## config.mk

```make
export PLATFORM = sky130hd
export DESIGN_NAME = booth_mul_seq
export DESIGN_NICKNAME = d
export VERILOG_FILES = /design/src/rtl/alu_pkg.sv /design/src/rtl/booth_recode.sv /design/src/rtl/booth_mul_seq.sv
export SDC_FILE = /design/constraint.sdc
export NUM_CORES = 1
export LEC_CHECK = 0
export ABC_AREA = 0
export ABC_CLOCK_PERIOD_IN_PS = 6750
export CAP_MARGIN = 20
export CORE_AREA = 2 2 164 198
export DETAILED_ROUTE_END_ITERATION = 12
export DIE_AREA = 0 0 166 200
export PLACE_DENSITY_LB_ADDON = 0.12
export RECOVER_POWER = 50
export SYNTH_ARGS = -nofsm -noshare
export SYNTH_HDL_FRONTEND = slang
export SYNTH_HIERARCHICAL = 1
export SYNTH_SLANG_ARGS = --single-unit
```

## constraint.sdc

```tcl
create_clock -name clk -period 6.75 [get_ports clk]
set_clock_uncertainty 0.1 [all_clocks]
set_input_delay 1.35 -clock clk [delete_from_list [all_inputs] [get_ports clk]]
set_output_delay 1.35 -clock clk [all_outputs]
set_load 0.03 [all_outputs]
```

## src/rtl/alu_pkg.sv

```systemverilog
// Shared ALU definitions: default operand width, multiplier FSM states and
// radix-4 Booth digit flag encodings.
package alu_pkg;

  localparam int unsigned WIDTH_DEF = 32;

  typedef enum logic [1:0] {
    IDLE = 2'd0,
    RUN  = 2'd1,
    DONE = 2'd2
  } state_t;

  // zero: contribute nothing; two: use 2M instead of M; neg: subtract
  typedef struct packed {
    logic zero;
    logic neg;
    logic two;
  } booth_flags_t;

  localparam booth_flags_t DIG_ZERO = 3'b100;
  localparam booth_flags_t DIG_POS1 = 3'b000;
  localparam booth_flags_t DIG_POS2 = 3'b001;
  localparam booth_flags_t DIG_NEG1 = 3'b010;
  localparam booth_flags_t DIG_NEG2 = 3'b011;

endpackage

```

## src/rtl/booth_recode.sv

```systemverilog
// Radix-4 Booth recoder: maps {q1, q0, q-1} onto zero/neg/two selection flags.
module booth_recode
  import alu_pkg::*;
(
  input  logic [2:0]   i_digit,
  output booth_flags_t o_flags
);

  always_comb begin
    o_flags = DIG_ZERO;
    unique case (i_digit)
      3'b001, 3'b010: o_flags = DIG_POS1;
      3'b011:         o_flags = DIG_POS2;
      3'b100:         o_flags = DIG_NEG2;
      3'b101, 3'b110: o_flags = DIG_NEG1;
      default:        o_flags = DIG_ZERO;
    endcase
  end

endmodule

```

## src/rtl/booth_mul_seq.sv

```systemverilog
// Sequential signed WIDTH x WIDTH radix-4 Booth multiplier, one digit per clock,
// with start/busy/done handshake and a product register held between operations.
module booth_mul_seq
  import alu_pkg::*;
#(
  parameter int unsigned WIDTH = WIDTH_DEF
) (
  input  logic                 clk,
  input  logic                 reset,
  input  logic                 start,
  input  logic [WIDTH-1:0]     multiplicand,
  input  logic [WIDTH-1:0]     multiplier,
  output logic                 busy,
  output logic                 done,
  output logic [2*WIDTH-1:0]   product
);

  localparam int unsigned ITER = WIDTH / 2;
  localparam int unsigned UW   = WIDTH + 2;
  localparam int unsigned AW   = 2 * WIDTH + 3;
  localparam int unsigned CW   = (ITER > 1) ? $clog2(ITER) : 1;

  state_t               r_state;
  state_t               w_next;
  logic [WIDTH-1:0]     r_m;
  logic [AW-1:0]        r_acc;
  logic [CW-1:0]        r_cnt;
  logic [2*WIDTH-1:0]   r_product;

  booth_flags_t         w_flags;
  logic [UW-1:0]        w_mag;
  logic [UW-1:0]        w_addend;
  logic [UW-1:0]        w_upper;
  logic [AW-1:0]        w_acc_sum;
  logic [AW-1:0]        w_acc_next;
  logic                 w_last;
  logic                 w_accept;

  booth_recode u_recode (
    .i_digit (r_acc[2:0]),
    .o_flags (w_flags)
  );

  // Upper field is WIDTH+2 bits wide so that +/-2M of the most negative M fits
  always_comb begin
    w_mag = '0;
    if (!w_flags.zero) begin
      if (w_flags.two) w_mag = {r_m[WIDTH-1], r_m, 1'b0};
      else             w_mag = {{2{r_m[WIDTH-1]}}, r_m};
    end
    w_addend   = w_flags.neg ? (~w_mag + UW'(1)) : w_mag;
    w_upper    = r_acc[AW-1:WIDTH+1] + w_addend;
    w_acc_sum  = {w_upper, r_acc[WIDTH:0]};
    w_acc_next = {{2{w_acc_sum[AW-1]}}, w_acc_sum[AW-1:2]};
  end

  assign w_last   = (r_cnt == CW'(ITER - 1));
  assign w_accept = start && ((r_state == IDLE) || (r_state == DONE));

  always_comb begin
    w_next = r_state;
    unique case (r_state)
      IDLE, DONE: w_next = start ? RUN : IDLE;
      RUN:        if (w_last) w_next = DONE;
      default:    w_next = IDLE;
    endcase
  end

  always_ff @(posedge clk or posedge reset) begin
    if (reset) begin
      r_state   <= IDLE;
      r_m       <= '0;
      r_acc     <= '0;
      r_cnt     <= '0;
      r_product <= '0;
    end else begin
      r_state <= w_next;
      if (w_accept) begin
        r_m   <= multiplicand;
        r_acc <= {{UW{1'b0}}, multiplier, 1'b0};
        r_cnt <= '0;
      end else if (r_state == RUN) begin
        r_acc <= w_acc_next;
        r_cnt <= r_cnt + CW'(1);
        if (w_last) r_product <= w_acc_next[2*WIDTH:1];
      end
    end
  end

  assign busy    = (r_state == RUN);
  assign done    = (r_state == DONE);
  assign product = r_product;

endmodule

```

### Word level (Yosys, flattened, before mapping)

Cells that the tools add are included.

| word-level totals | value |
|---|---|
| bits in registers | 169 |
| bits of input ports | 67 |
| output and inout port bits | 66 |
| word-level logic and storage cells | 39 |

| operators by class | value |
|---|---|
| add/subtract/negate cells | 3 |
| equality and inequality tests | 10 |
| multiplexer cells | 11 |
| bitwise logic cells | 2 |
| reduce and logical (&&, ||, !) cells | 8 |

Operators by type and width:

| operator | count |
|---|---|
| 2-to-1 mux 67 bit | 2 |
| 2-to-1 mux 34 bit | 2 |
| adder 34 x 1 -> 34 bit (second input constant) | 1 |
| adder 34 bit | 1 |
| NOT 34 bit | 1 |
| 2-to-1 mux 32 bit | 1 |
| case mux 3 bit (4 select lines) | 1 |
| == test 3 bit (second input constant) | 3 |
| 2-to-1 mux 4 bit | 2 |
| == test 3 x 2 -> 1 bit (second input constant) | 2 |
| OR reduction 2 bit | 3 |
| adder 4 x 1 -> 4 bit (second input constant) | 1 |
| == test 4 bit (second input constant) | 1 |
| case mux 2 bit (2 select lines) | 1 |
| == test 3 x 1 -> 1 bit (second input constant) | 1 |
| AND reduction 3 bit | 1 |
| == test 2 x 1 -> 1 bit (second input constant) | 1 |
| == test 2 bit (second input constant) | 1 |
| logical NOT 2 bit | 1 |
| 2-to-1 mux 2 bit | 1 |
| != test 2 x 1 -> 1 bit (second input constant) | 1 |
| nonzero test 2 bit | 1 |
| logical AND 1 bit | 1 |
| logical OR 1 bit | 1 |
| 2 further kinds | 2 |

### Depth between registers and ports, before layout

| logic depth | value |
|---|---|
| depth after elaboration | 11 |
| gate-level depth with buffers | 26 |
| gate-level depth less buffers | 20 |

### Cells and area by module

The synthesis kept the hierarchy.

Modules (own cells, without submodules):

| module | instances | cells each | area each (um2) | seq. area each (um2) |
|---|---|---|---|---|
| booth_mul_seq | 1 | 1,124 | 9,530.4 | 4,179.0 |
| booth_recode | 1 | 7 | 37.5 | 0.0 |

### Least setup slack after synthesis

No wires, ideal clock.

| timing | value |
|---|---|
| path kind | reg2reg |
| start | reg r_acc[0] |
| end | reg r_product[63], in the netlist product[63] |
| setup time | 0.135 ns |
| data arrival time | 5.475 ns |
| required time | 6.515 ns |
| path slack | 1.041 ns |
| stages on the path, launching flop included | 25 |
| path buffers | 5 |
| period minus slack after synthesis | 5.709 ns |
| path through | dfrtp_1 nand2b_1 o22ai_1 buf_2 buf_4 clkbuf_1 clkbuf_1 mux2_2 nand2_1 ha_1 o211ai_2 or4_1 buf_2 or2_4 nand2_1 xnor2_1 ha_1 a21o_1 a21o_1 a221oi_1 o21ai_0 or3b_2 o221ai_1 xnor2_1 o21ai_0 |

RTL lines:

| item | RTL line | text |
|---|---|---|
| start, declared | booth_mul_seq.sv:26 | `logic [AW-1:0] r_acc;` |
| start signal, assigned | booth_mul_seq.sv:80 | `r_acc <= {{UW{1'b0}}, multiplier, 1'b0};` |
| start signal, assigned | booth_mul_seq.sv:83 | `r_acc <= w_acc_next;` |
| end signal, assigned | booth_mul_seq.sv:85 | `if (w_last) r_product <= w_acc_next[2*WIDTH:1];` |
| end, declared | booth_mul_seq.sv:28 | `logic [2*WIDTH-1:0] r_product;` |

==> impl_metrics.csv <==
group,metric,value,unit
setup_path,crit_fanout,55,
drt,wl_met2,14.0,mm
placed_design,hpwl,19.9,mm
yosys,synthCells,1131,
clock_tree,clk_latency,0.45,ns
placed_design,globalplace.congestion,0.845,
clock_tree,cts_hold_buf,0,
yosys,synth_fp_nets,1234,
drt,drt-initial-drc-count,372,
clock_tree,clkTransAtPathRegs,0.07,ns
clock_tree,cts-buffers-inserted,17,
setup_path,cp_data_required_time,6.95,ns
yosys,ys_ff_latch,167,
sta,slew_violations,220,
cells_and_area,insertedDiodeCount,0,
clock_tree,cts_resized,0,
floorplan,die_area,33200,um2
setup_path,startpoint,"r_acc[2]",
yosys,synth_seq_area_share,0.437,
drt,antenna_left,0,
cells_and_area,final_common_cell,"nand2_1",
drt,firstDrtPassIters,5,
clock_tree,htree_levels,4,
clock_tree,cts_tree,"done",
global_routing,grt_pass1_vias,8437,
flow_run,cap_violations,4,
drt,viasPerCell,5.04,
global_routing,grt_max_degree,82,
floorplan,core,31200,um2
min_path,min_path_type,"flip-flop to flip-flop",
drt,routedWlPerCell,17.2,um
floorplan,die_w,166,um
sta,period_needed,5.62,ns
clock_tree,clkSinkCount,167,
min_path,worstHoldPathCells,2,
yosys,synth_area,9570,um2
floorplan,start_util,0.307,
drt,drc,0,
sta,max_freq,178,MHz
clock_tree,post_cts_buffers,0,
yosys,yosysWarnings,6,
setup_path,reg2reg_depth,19,
setup_path,cp_data_arrival_time,5.81,ns
floorplan,num_rows,71,
drt,num_vias,8304,
drt,wl_met1,12.2,mm
global_routing,globalRoute.totalOverflow,0,
min_path,hold_start,"product[50]",
setup_path,crit_path_end_kind,"flip-flop",
floorplan,dieHeight,200,um
sta,fin_crit_sh,0.832,
global_routing,grt_pass1_wl,46.0,mm
clock_tree,clockBufferDepth,2,
sta,setup_viol,0,
setup_path,cp-start-kind,"flip-flop",
drt,wl,28.3,mm
sta,worst_pin_slew,3.79,ns
yosys,ys_async_sr_fraction,1.00,
cells_and_area,fin_nets,1336,
setup_path,critical_path_class,"flip-flop to flip-flop",
cells_and_area,area_delta_synth_final,23.8,%
global_routing,antenna_found_initial,0,
global_routing,grt.total_usage,0.175,
floorplan,io_pins,133,
yosys,avgSynthCellArea,8.46,um2
yosys,synth_top_flop_cell,"dfrtp_1",
cells_and_area,most-common-layout-cells,"369 x nand2_1, 167 x dfrtp_1, 74 x clkdlybuf4s50_1",
drt,maxUsedRoutingLayer,"met4",
sta,rsz0062_at_grt,"no",
run_status,outcome,"finished with violations",
clock_tree,cts-root-buf,"clkbuf_16",
drt,wl_met3,1.38,mm
sta,slew_headroom,-1.54,
setup_path,rr_startpoint,"r_acc[2]",
sta,final_hold_viol_count,0,
yosys,synthDistinctLibCells,62,
cells_and_area,final_layout_size_suffix_gt1_frac,0.0578,
yosys,synth-edff-count,0,
run_status,violations,"capacitance limit, slew limit",
sta,setup_tns,0,ns
placed_design,io_buffer_count,132,
worst paths after layout:
path | end | slack (ns)
max in group asynchronous | product[52] | 1.46
min | product[50] | 0.37
min in group asynchronous | r_cnt[3] | 2.36
max reg2reg | r_acc[65] | 1.13
min reg2reg | product[50] | 0.37
max | r_acc[65] | 1.13
worst max-delay path: stages (launching register included):
cell	delay (ns)
dfrtp_1	0.47
nand2b_1	0.13
o22ai_4	0.38
buf_4	0.52
nand2b_1	0.20
a31o_2	0.22
o211ai_2	0.17
or4_1	0.68
or2_4	0.31
nand2_1	0.09
xnor2_1	0.07
ha_1	0.35
a21o_1	0.17
a21o_1	0.20
a221oi_1	0.28
o21ai_0	0.18
or3b_2	0.46
o221ai_1	0.21
xnor2_1	0.16
o21ai_0	0.09
cell usage after synthesis, types with 3 or more instances:
master    count  share of area
nor2b_1      11         0.0072
nand4_1       5         0.0033
nand3_1      11         0.0058
xnor2_1      47          0.043
and2_1        4         0.0026
or3_1         3         0.0020
xor2_1        9         0.0082
a21o_1       14          0.011
clkbuf_1     43          0.017
o21ai_1       3         0.0016
o31ai_1       8         0.0063
o41ai_1       4         0.0037
dfrtp_1     167           0.44
a211oi_1      8         0.0063
nand2_1     370           0.15
mux2_2       12          0.014
a211o_1       3         0.0027
nor2_1       53          0.021
ha_1         35          0.046
o21ai_0      53          0.028
a22o_1       31          0.028
nand2b_1     24          0.016
o21a_1        3         0.0024
nor3_1        8         0.0042
a21oi_1      64          0.033
a31oi_1       8         0.0052
mux2i_1      11          0.012
o21bai_1      3         0.0024
o22ai_1       3         0.0020
and3_1        6         0.0039
a22oi_1      33          0.026
buf_1        14         0.0055
inv_1        18         0.0071
a31o_2        5         0.0046
layout make-up:
class	count	area (um2)
well taps	401	502
repair buffers	143	1400
multi-input cells	886	5110
clock inverters	12	119
inverters	18	68.8
flip-flops and latches	167	4180
fillers	3178	19300
clock buffers	20	467
layer usage:
metal,GRT usage,vias up
met3,0.0450,40
li1,-,4105
met2,0.308,165
met1,0.209,3994
met4,0.0628,0
met5,0,-
sequential cells by signal, summed over array words and instances, names as in the netlist:
name     flops
r_acc       65
product     64
r_m         32
r_cnt        4
r_state      2
metrics by stage:
stage,worst slack [ns],std cells,instance area (um2),util,hold WS (ns)
after floorplan,0.782,1131,9570,-,0.356
after global placement,1.20,1615,11300,0.362,0.361
after detailed placement,1.15,1615,11300,0.362,0.361
after CTS,1.12,1647,11900,0.381,0.381
after global routing,0.534,1647,11800,0.380,0.399
final,1.13,1647,11800,0.380,0.366
kinds of logic after synthesis:
family	count (synthesis)	synth area share
muxes	23	0.0256
adders and majority gates	36	0.0479
buffers and inverters	78	0.0313
DFF	167	0.437
AOI/OAI and AO/OA	266	0.188
and+or+nand+nor	505	0.219
xor gates and xnor gates	56	0.0513
Power is left out: the tool's default activity adds up to more than one toggle a clock period on the data nets, which glitch-free logic cannot reach.
